File: config.mk
export PLATFORM = sky130hd
export DESIGN_NAME = arc_control_sequencer
export DESIGN_NICKNAME = d
export VERILOG_FILES = /design/src/rtl/arc_control_sequencer.sv
export SDC_FILE = /design/constraint.sdc
export NUM_CORES = 1
export LEC_CHECK = 0
export BUFFER_PORTS_ARGS = -buffer_cell sky130_fd_sc_hd__buf_2
export CELL_PAD_IN_SITES_DETAIL_PLACEMENT = 1
export CELL_PAD_IN_SITES_GLOBAL_PLACEMENT = 1
export CORE_MARGIN = 5
export CORE_UTILIZATION = 42
export CTS_CLUSTER_DIAMETER = 50
export CTS_CLUSTER_SIZE = 25
export DETAILED_ROUTE_END_ITERATION = 10
export GPL_TIMING_DRIVEN = 1
export PLACE_DENSITY = 0.84
export SKIP_CTS_REPAIR_TIMING = 1
export SLEW_MARGIN = 20
export SYNTH_ARGS = -nofsm -noshare
export SYNTH_HDL_FRONTEND = slang
export SYNTH_SLANG_ARGS = --single-unit
export TNS_END_PERCENT = 30
File: constraint.sdc
create_clock -name clk -period 5.5 [get_ports clk]
set_input_delay 1.1 -clock clk [delete_from_list [all_inputs] [get_ports clk]]
set_output_delay 1.1 -clock clk [all_outputs]
set_load 0.005 [all_outputs]
File: src/rtl/arc_control_sequencer.sv
// ARC control sequencer: one-hot fetch/decode/execute FSM with a memory
// wait-state timeout that traps the machine when the bus stalls.
module arc_control_sequencer #(
  parameter int unsigned TIMEOUT = 16,
  parameter int unsigned CNT_W   = 8
) (
  input  logic        clk,
  input  logic        reset,
  input  logic        run,
  input  logic [1:0]  ir_op,
  input  logic [2:0]  ir_op2,
  input  logic [5:0]  ir_op3,
  input  logic        cond_true,
  input  logic        mem_ready,
  output logic [10:0] state,
  output logic        ir_load,
  output logic        pc_load,
  output logic [1:0]  pc_sel,
  output logic        mem_rd,
  output logic        mem_wr,
  output logic        rf_we,
  output logic [1:0]  rf_dsel,
  output logic        alu_en,
  output logic        psr_we,
  output logic        trap,
  output logic [1:0]  trap_cause
);

  typedef enum logic [10:0] {
    S_IF    = 11'h001,
    S_ID    = 11'h002,
    S_ALU   = 11'h004,
    S_SETHI = 11'h008,
    S_BR    = 11'h010,
    S_CALL  = 11'h020,
    S_JMPL  = 11'h040,
    S_LD    = 11'h080,
    S_ST    = 11'h100,
    S_TRAP  = 11'h200,
    S_HALT  = 11'h400
  } state_e;

  localparam bit          TO_EN     = (TIMEOUT != 0);
  localparam int unsigned TO_LAST_I = (TIMEOUT == 0) ? 0 : TIMEOUT - 1;
  localparam logic [CNT_W-1:0] TO_LAST = TO_LAST_I[CNT_W-1:0];

  state_e             state_q, state_d;
  logic [CNT_W-1:0]   wait_cnt_q, wait_cnt_d;
  logic [1:0]         trap_cause_q, trap_cause_d;
  logic               timeout_hit;
  logic               mem_state;

  // Next-state, sticky trap cause and saturating wait counter
  always_comb begin
    state_d      = state_q;
    trap_cause_d = trap_cause_q;
    timeout_hit  = TO_EN && !mem_ready && (wait_cnt_q == TO_LAST);
    mem_state    = (state_q == S_IF) || (state_q == S_LD) || (state_q == S_ST);

    case (state_q)
      S_IF: begin
        if (!run) begin
          state_d = S_HALT;
        end else if (mem_ready) begin
          state_d = S_ID;
        end else if (timeout_hit) begin
          state_d      = S_TRAP;
          trap_cause_d = 2'b10;
        end
      end
      S_HALT: if (run) state_d = S_IF;
      S_ID: begin
        state_d      = S_TRAP;
        trap_cause_d = 2'b01;
        case (ir_op)
          2'b10: begin
            if (ir_op3 inside {6'b010000, 6'b010001, 6'b010010, 6'b010110, 6'b100110}) begin
              state_d      = S_ALU;
              trap_cause_d = trap_cause_q;
            end else if (ir_op3 == 6'b111000) begin
              state_d      = S_JMPL;
              trap_cause_d = trap_cause_q;
            end
          end
          2'b00: begin
            if (ir_op2 == 3'b100) begin
              state_d      = S_SETHI;
              trap_cause_d = trap_cause_q;
            end else if (ir_op2 == 3'b010) begin
              state_d      = S_BR;
              trap_cause_d = trap_cause_q;
            end
          end
          2'b01: begin
            state_d      = S_CALL;
            trap_cause_d = trap_cause_q;
          end
          default: begin
            if (ir_op3 == 6'b000000) begin
              state_d      = S_LD;
              trap_cause_d = trap_cause_q;
            end else if (ir_op3 == 6'b000100) begin
              state_d      = S_ST;
              trap_cause_d = trap_cause_q;
            end
          end
        endcase
      end
      S_ALU, S_SETHI, S_BR, S_CALL, S_JMPL: state_d = S_IF;
      S_LD, S_ST: begin
        if (mem_ready) begin
          state_d = S_IF;
        end else if (timeout_hit) begin
          state_d      = S_TRAP;
          trap_cause_d = 2'b10;
        end
      end
      S_TRAP:  state_d = S_TRAP;
      default: state_d = S_IF;
    endcase

    // Any state change clears the counter, so entry into IF/LD/ST starts at 0
    if (state_d != state_q) begin
      wait_cnt_d = '0;
    end else if (mem_state && !mem_ready && (wait_cnt_q != '1)) begin
      wait_cnt_d = wait_cnt_q + CNT_W'(1);
    end else begin
      wait_cnt_d = wait_cnt_q;
    end
  end

  // State, counter and trap cause registers
  always_ff @(posedge clk or posedge reset) begin
    if (reset) begin
      state_q      <= S_IF;
      wait_cnt_q   <= '0;
      trap_cause_q <= '0;
    end else begin
      state_q      <= state_d;
      wait_cnt_q   <= wait_cnt_d;
      trap_cause_q <= trap_cause_d;
    end
  end

  // Strobe decode; IF strobes are gated by reset so they drop while it is held
  always_comb begin
    ir_load = 1'b0;
    pc_load = 1'b0;
    pc_sel  = 2'd0;
    mem_rd  = 1'b0;
    mem_wr  = 1'b0;
    rf_we   = 1'b0;
    rf_dsel = 2'd0;
    alu_en  = 1'b0;
    psr_we  = 1'b0;
    trap    = 1'b0;
    case (state_q)
      S_IF: begin
        mem_rd  = run && !reset;
        ir_load = run && mem_ready && !reset;
      end
      S_ALU: begin
        alu_en  = 1'b1;
        rf_we   = 1'b1;
        psr_we  = ir_op3[4];
        pc_load = 1'b1;
      end
      S_SETHI: begin
        alu_en  = 1'b1;
        rf_we   = 1'b1;
        pc_load = 1'b1;
      end
      S_BR: begin
        pc_load = 1'b1;
        pc_sel  = cond_true ? 2'd1 : 2'd0;
      end
      S_CALL: begin
        rf_we   = 1'b1;
        rf_dsel = 2'd2;
        pc_load = 1'b1;
        pc_sel  = 2'd2;
      end
      S_JMPL: begin
        alu_en  = 1'b1;
        rf_we   = 1'b1;
        rf_dsel = 2'd2;
        pc_load = 1'b1;
        pc_sel  = 2'd3;
      end
      S_LD: begin
        mem_rd = 1'b1;
        if (mem_ready) begin
          rf_we   = 1'b1;
          rf_dsel = 2'd1;
          pc_load = 1'b1;
        end
      end
      S_ST: begin
        mem_wr = 1'b1;
        if (mem_ready) pc_load = 1'b1;
      end
      S_TRAP:  trap = 1'b1;
      default: ;
    endcase
  end

  assign state      = state_q;
  assign trap_cause = trap_cause_q;

endmodule

# ---- Word level (Yosys, flattened, before mapping)
# Cells that the tools add are included.
dict set report classes {
  n_mux 39
  reduce_logical 21
  n_eq_ne 33
  addsub 1
}
# cell count
set ops {}
lappend ops {{two-way mux 10 bit} 6}
lappend ops {{two-way mux 11 bit} 5}
lappend ops {{one-hot mux 11 bit (5 select lines)} 1}
lappend ops {{one-hot mux 11 bit (3 select lines)} 1}
lappend ops {{== test 6 x 5 -> 1 bit (second input constant)} 4}
lappend ops {{two-way mux 2 bit} 9}
lappend ops {{one-hot mux 2 bit (3 select lines)} 3}
lappend ops {{two-way mux 8 bit} 2}
lappend ops {{== test 6 bit (second input constant)} 2}
lappend ops {{inequality test 3 bit (second input constant)} 4}
lappend ops {{== test 11 x 1 -> 1 bit (second input constant)} 1}
lappend ops {{== test 11 x 10 -> 1 bit (second input constant)} 1}
lappend ops {{== test 11 bit (second input constant)} 1}
lappend ops {{== test 11 x 2 -> 1 bit (second input constant)} 1}
lappend ops {{== test 11 x 3 -> 1 bit (second input constant)} 1}
lappend ops {{== test 11 x 4 -> 1 bit (second input constant)} 1}
lappend ops {{== test 11 x 5 -> 1 bit (second input constant)} 1}
lappend ops {{== test 11 x 6 -> 1 bit (second input constant)} 1}
lappend ops {{== test 11 x 7 -> 1 bit (second input constant)} 1}
lappend ops {{== test 11 x 8 -> 1 bit (second input constant)} 1}
lappend ops {{== test 11 x 9 -> 1 bit (second input constant)} 1}
lappend ops {{inequality test 11 bit} 1}
lappend ops {{AND reduction 9 bit} 1}
lappend ops {{adder 8 x 1 -> 8 bit (second input constant)} 1}
lappend ops {{other kinds (24)} 43}
dict set report word_totals {
  output_inout_bits 25
  ff_bits 21
  wordCells 97
  input_bits 16
}

# ---- Depth between registers and ports, before layout
# Gate-level depths: netlist (run 1).
dict set report depth {
  word_depth 8
  mapped_depth 8
  mapped_depth_nobuf 7
}

# ---- Worst setup path before layout (run 1)
# OpenSTA, ideal clock, no wires.
dict set report synth_timing {
  path_type {register to output}
  startpoint {reg state_q[4] (netlist: state[4])}
  endpoint {out rf_we}
  setup_slack_ps 2565
  t_required_ps 4400
  n_path_buf 2
  arrival_ps 1835
  stages_incl_launch_ff 7
  path_cell_list {dfrtp_1 > buf_2 > or3_1 > clkbuf_1 > or4_1 > nor2_1 > a311o_1}
}
dict set report synth_between {
  elab_chain_len 3
  elab_cells_between_ends 7
  classes_between {eq/ne (5); mux (1); reduce/logical (1)}
}
# item line_no
set synth_lines {}
lappend synth_lines {{start: declaration} 47} ;# state_e state_q, state_d;
lappend synth_lines {{start signal: assignment} 139} ;# state_q <= state_d;
lappend synth_lines {{== test 11 x 3 -> 1 bit, or another cell as far along} 157} ;# case (state_q)
lappend synth_lines {{OR reduction 4 bit (no source line)} --}
lappend synth_lines {{one-hot mux 1 bit (2 select lines) *} 157}
lappend synth_lines {{end: declaration} 21} ;# output logic rf_we,
# Every way passes the cells marked *; elsewhere a longest branch is shown, timed or not.

# ---- Worst setup path after layout (run 1)
dict set report layout_timing {
  startpoint {reg state_q[10] (netlist: state[10])}
  endpoint {out rf_we}
}
# The elaborated chain is that of the path after synthesis.

==> results of run 1 <==
## logic make-up (layout without fill, tap and decap cells)
family	count (synthesis)	after routing	synth area share, %
buf+inv	20	52	6.16
simple gates	110	110	39.4
mux	2	2	1.19
xor+xnor	11	11	5.72
flops	21	21	31.3
fa+ha+maj	1	1	0.742
compound gates	35	35	15.5
## cell type report
cell class	count	share of cell area, %
inverter	8	1.56
tap	50	3.26
clock inverter	1	0.261
timing repair buffer	40	10.4
multi-input combinational	159	54.9
clock buffer	3	2.15
sequential	21	27.4
## tightest hold or removal path, delay by kind of cell (launching register included)
family	cells	cell delay [ns]
AND/OR/NAND/NOR	2	0.14
flip-flops	1	0.35
## flip-flops by register name, summed over array words and instances (netlist names)
name / count
state: 11
trap_cause: 2
wait_cnt_q: 8
## per-stage QoR
stage               instances  setup slack [ns]  util (%)  instance area, um2
global route              282              1.92      48.7                1920
CTS                       282              2.06      48.7                1920
detailed placement        278              2.36      47.5                1870
floorplan                 200              2.56         -                1690
finish                    282              2.05      48.7                1920
global placement          278              2.49      47.5                1870
## layout by cell type, fill, tap and decap left out, types with 3 or more instances in the layout
cell type  instances
a211oi_2           3
a211oi_1           3
clkbuf_8           3
nand3b_1           3
o21ai_0           10
nor3_1            18
nor3b_1            3
nor2_1            16
buf_2             40
inv_1              8
nand4_1            7
nor4_1             5
nand2b_1           4
nand3_1            9
xor2_1             8
nand2_1           15
nor2b_1            3
or4_1              6
a21oi_1            3
xnor2_1            3
or3_1              4
dfrtp_1           20
## final timing paths
kind	cells after the start	to	slack, ns	start
max reg2reg	6	wait_cnt_q[7]$_DFFE_PP0P_	2.89	state[0]$_DFF_PP1_
min	2	trap_cause[0]$_DFFE_PP0P_	0.52	trap_cause[0]$_DFFE_PP0P_
min reg2reg	2	trap_cause[0]$_DFFE_PP0P_	0.52	trap_cause[0]$_DFFE_PP0P_
min in group asynchronous	2	state[1]$_DFF_PP0_	1.01	reset
max in group asynchronous	2	wait_cnt_q[3]$_DFFE_PP0P_	3.97	reset
max	6	rf_we	2.05	state[10]$_DFF_PP0_
## Yosys cell counts, types with 4 or more instances
| master | instances |
|---|---|
| nor2_1 | 16 |
| nor3_1 | 18 |
| o21ai_0 | 10 |
| nand2b_1 | 4 |
| nand4_1 | 7 |
| buf_2 | 5 |
| dfrtp_1 | 20 |
| xor2_1 | 8 |
| nand3_1 | 9 |
| or3_1 | 4 |
| or4_1 | 6 |
| nor4_1 | 5 |
| inv_1 | 8 |
| nand2_1 | 15 |
## power breakdown
part | internal, uW | switching [uW] | leakage, uW | total (uW)
Clock | 50.6 | 53.5 | 0.0000255 | 104
Sequential | 178 | 37.0 | 0.000283 | 215
Combinational | 115 | 171 | 0.000589 | 286
## metal layers
layer	track usage (%)	up-vias	wire length, um
met3	3.15	8	258
met2	32.3	45	2360
met4	6.24	0	71
met5	0	-	0
met1	27.4	820	2310
li1	-	808	-
==> flow_metrics.tcl, run 1 <==
set metrics [dict create \
    outcome "completed" \
    power_uw 605 \
    synth_seq_cells 21 \
    avgSynthCellArea_um2 8.43 \
    fmax_mhz 290 \
    drt-vias-per-instance 5.96 \
    cap_violations 0 \
    whs_ns 0.521 \
    drcViolationCount 0 \
    start_kind "flop" \
    io_pins 41 \
    drive_gt1_share_pct 26.7 \
    cts_buffers 3 \
    rows 23 \
    multiInputGateArea_um2 1050 \
    rsz0062_at_grt "false" \
    worstMarginPinSlew_ns 0.834 \
    critPathSlowestCell "dfrtp_1" \
    p_leak_uw 0.000898 \
    finalSetupViolations 0 \
    slew_headroom_pct 44.3 \
    grt_max_degree 22 \
    design.die.area_um2 5380 \
    cts_sinks 21 \
    arrival_ns 2.35 \
    area_delta_synth_final_pct 14.0 \
    clk_pin_slew_ns 0.08 \
    place_hpwl_mm 3.95 \
    overflow 0 \
    via_count 1681 \
    critPathTopFamily "simple AND/OR/NAND/NOR gates" \
    antenna_left 0 \
    synth_top_area_share_pct 29.7 \
    synth_area_leaders "dfrtp_1 30%, nor3_1 5.3%, xor2_1 4.2%" \
    final_nets 250 \
    hp-class "flop to flop" \
    htree_num_levels 1 \
    async_reset_ff_share_pct 100 \
    diodes 0 \
    cts_root_buffer "clkbuf_8" \
    gp_congestion 0.928 \
    grt_use_total_pct 20.0 \
    seq_area_um2 527 \
    cts_tree "built" \
    initial_core_util_pct 42.7 \
    ys.flop_type "dfrtp_1" \
    synth_warnings 0 \
    cpPeakStageDelay_ns 0.50 \
    hold_violations 0 \
    synthCells 200 \
    tns_ns 0 \
    crit_type "flop to output port" \
    cp_max_fo 10 \
    insertion_delay_ns 0.26 \
    die_width_um 73.3 \
    synth_top_cell_by_area "dfrtp_1" \
    antenna_found_initial 0 \
    grt_pass1_vias 1673 \
    powerDensity_nw_per_um2 315 \
    yosys.cell_types.count 56 \
    crit_path_cell_trace "nor4_2, nand2_1, or3_1, nor3_1, a311o_1, buf_2" \
    synth_sequential_area_ratio_pct 31.3 \
    post-route-min-period_ns 3.45 \
    required_ns 4.40 \
    maxSlewViolCount 0 \
    grt_pass1_wl_mm 8.45 \
    synth-edff-count 0 \
    nFillCells 512 \
    critPathCaptureType "output port" \
    ir_drop_uv 136 \
    synth_area_um2 1690 \
    skew_ns 0.00182 \
    core_um2 3940 \
    firstDrtPassIters 4 \
    syn_nets 217 \
    die_h_um 73.3 \
    drtIter0Drc 88 \
    port_buffers 40 \
    period_share_pct 62.7 \
    cp_num_buf_inv 1 \
    wl_per_cell_um 17.8 \
    cts_max_path_buffers 2 \
    finalWirelength_mm 5.01 \
]
(Power assumes the default switching activity.)
==> run 2, diff against run 1 <==
--- a/config.mk
+++ b/config.mk
@@ -5,16 +5,17 @@
 export SDC_FILE = /design/constraint.sdc
 export NUM_CORES = 1
 export LEC_CHECK = 0
+export ABC_AREA = 1
 export BUFFER_PORTS_ARGS = -buffer_cell sky130_fd_sc_hd__buf_2
 export CELL_PAD_IN_SITES_DETAIL_PLACEMENT = 1
 export CELL_PAD_IN_SITES_GLOBAL_PLACEMENT = 1
 export CORE_MARGIN = 5
-export CORE_UTILIZATION = 42
+export CORE_UTILIZATION = 38
 export CTS_CLUSTER_DIAMETER = 50
 export CTS_CLUSTER_SIZE = 25
 export DETAILED_ROUTE_END_ITERATION = 10
 export GPL_TIMING_DRIVEN = 1
-export PLACE_DENSITY = 0.84
+export PLACE_DENSITY = 0.8
 export SKIP_CTS_REPAIR_TIMING = 1
 export SLEW_MARGIN = 20
 export SYNTH_ARGS = -nofsm -noshare
==> constraint.sdc (replaced) <==
create_clock -name clk -period 3.3 [get_ports clk]
set_input_delay 0.66 -clock clk [delete_from_list [all_inputs] [get_ports clk]]
set_output_delay 0.66 -clock clk [all_outputs]
set_load 0.005 [all_outputs]
==> run 2 against run 1 <==
Net effect: utilization is 2.7 points lower; setup slack lost 1.2 ns; global-route usage shrank 0.78 points; count of clock-buffer cells in the layout did not move; wire length increased by 12%; flip-flop and latch count did not move; sequential share of layout area fell by 3.2 points; cell count grew 40%; critical path type unchanged.
==> flow_metrics.tcl, run 2 <==
set metrics [dict create \
    finalWirelength_mm 5.63 \
    design.die.area_um2 6380 \
    reg2reg_depth 12 \
    tns_ns 0 \
    async_reset_ff_share_pct 100 \
    grt_pass1_wl_mm 9.75 \
    hp-class "flop to flop" \
    cts_sinks 21 \
    initial_core_util_pct 39.3 \
    crit_path_cell_trace "nor2_4, nand2_4, inv_1, nand4_1, nand2_1, nor2_1, o21ai_0, buf_2" \
    cp_num_buf_inv 2 \
    slew_headroom_pct 70.3 \
    cpPeakStageDelay_ns 0.67 \
    critPathTopFamily "flip-flops" \
    powerDensity_nw_per_um2 488 \
    required_ns 2.64 \
    io_pins 41 \
    port_buffers 40 \
    arrival_ns 1.81 \
    area_delta_synth_final_pct 17.1 \
    synth_top_cell_by_area "dfrtp_1" \
    synth.top_cells.by_count "55 x nand2_1, 51 x inv_1, 49 x nor2_1" \
    grt_use_total_pct 19.2 \
    wl_per_cell_um 14.2 \
    die_h_um 79.9 \
    cap_violations 0 \
    avgSynthCellArea_um2 6.47 \
    drt-vias-per-instance 4.90 \
    final_cell_mix "55 x nand2_1, 51 x inv_1, 49 x nor2_1, 40 x buf_2, 26 x nand3_1" \
    via_count 1940 \
    largest_reg_flops 11 \
    finalSetupViolations 0 \
    final_util_pct 46.0 \
    min_path_cells 2 \
    ys.flop_type "dfrtp_1" \
    antenna_found_initial 0 \
    synthCells 287 \
    rows 25 \
    core_um2 4720 \
    ir_drop_uv 264 \
    drcViolationCount 0 \
    overflow 0 \
    synth_sequential_area_ratio_pct 28.4 \
    cp.depth 8 \
    whs_ns 0.489 \
    crit_type "flop to output port" \
    hold_violations 0 \
    setup_ws_ns 0.829 \
    synth_seq_cells 21 \
    synth-edff-count 0 \
    wl_met1_mm 2.64 \
    grt_pass1_vias 2037 \
    top_layer_used "met4" \
    syn_nets 304 \
    synth_area_leaders "dfrtp_1 27%, nand2_1 11%, inv_1 10%" \
    multiInputGateArea_um2 1100 \
    die_width_um 79.9 \
    wl_met3_um 198 \
    antenna_left 0 \
    insertion_delay_ns 0.26 \
    yosys.cell_types.count 33 \
    drive_gt1_share_pct 24.3 \
    htree_num_levels 1 \
    cts_buffers 3 \
    critPathSlowestCell "dfstp_2" \
    synth_top_area_share_pct 27.0 \
    post-route-min-period_ns 2.47 \
    gp_congestion 0.880 \
    critPathCaptureType "output port" \
    clk_pin_slew_ns 0.09 \
    cp_max_fo 10 \
    synth_area_um2 1860 \
    firstDrtPassIters 4 \
    grt_max_degree 22 \
    post-synth-top-count-cell "nand2_1" \
    place_hpwl_mm 4.81 \
    maxSlewViolCount 0 \
    cts_max_path_buffers 2 \
    diodes 0 \
    period_share_pct 74.9 \
    final_nets 347 \
    cts_root_buffer "clkbuf_8" \
    cts_tree "built" \
    fmax_mhz 405 \
    synth_warnings 0 \
    worstMarginPinSlew_ns 0.445 \
    nFillCells 655 \
    mostFrequentLayoutCell "nand2_1" \
    outcome "completed" \
    p_leak_uw 0.00120 \
    pre_cts_ws_ns 0.940 \
    start_kind "flop" \
    seq_area_um2 527 \
    wl_met2_mm 2.74 \
    power_uw 1060 \
    rsz0062_at_grt "false" \
    skew_ns 0.0126 \
    drtIter0Drc 40 \
]
-- run 2: cell count changes after synthesis, sizes merged, moves of 5 or more --
cell and change:
buf -6, nor2 +45, nor3 -9, nand3 +22
o21ai -5, a211oi -6, nand2 +48, inv +46
or4 -6, nor4 -6, nand4 +5
-- run 2: layout make-up --
cell class                 instances  share of cell area (%)
multi-input combinational        209                    50.7
sequential                        21                    24.3
timing repair buffer              41                    9.56
inverter                          54                    9.45
tap                               67                    3.86
clock buffer                       3                    1.90
clock inverter                     1                   0.230
-- run 2: routing by layer --
layer,GRT usage (%),up-vias
li1,-,992
met1,25.1,911
met2,33.7,33
met3,2.60,4
met4,3.55,0
met5,0,-
-- run 2: worst min-delay path: stages (launching register included) --
cell     delay [ns]
dfrtp_1        0.36
nand2_1        0.05
nand2_1        0.05
-- run 2: where the power goes --
group | switching [uW] | total [uW] | internal, uW
Combinational | 364 | 554 | 189
Sequential | 47.1 | 335 | 288
Clock | 88.2 | 172 | 84.1
-- run 2: final timing paths --
path / start / end / slack (ns)
max: state[0]$_DFF_PP1_ / rf_we / 0.83
min: trap_cause[1]$_DFFE_PP0P_ / trap_cause[1]$_DFFE_PP0P_ / 0.49
max reg2reg: wait_cnt_q[0]$_DFFE_PP0P_ / wait_cnt_q[6]$_DFFE_PP0P_ / 1.13
min reg2reg: trap_cause[1]$_DFFE_PP0P_ / trap_cause[1]$_DFFE_PP0P_ / 0.49
max in group asynchronous: reset / state[0]$_DFF_PP1_ / 2.52
min in group asynchronous: reset / trap_cause[0]$_DFFE_PP0P_ / 0.51
-- run 2: stage by stage --
step,area [um2],std cells
2_1_floorplan,1860,287
3_3_place_gp,2130,392
3_5_place_dp,2130,392
4_1_cts,2170,396
5_1_grt,2170,396
6_report,2170,396
-- run 2: cells by family (layout without fill, tap and decap cells) --
kind of cell,Yosys count,after routing,synth area share (%)
AND/OR/NAND/NOR,186,186,50.2
buffers and inverters,57,99,12.2
AO/OA/AOI/OAI,16,16,5.53
multiplexers,1,1,0.607
flip-flops,21,21,28.4
XOR/XNOR,5,5,2.36
adder cells (fa/ha/maj),1,1,0.674
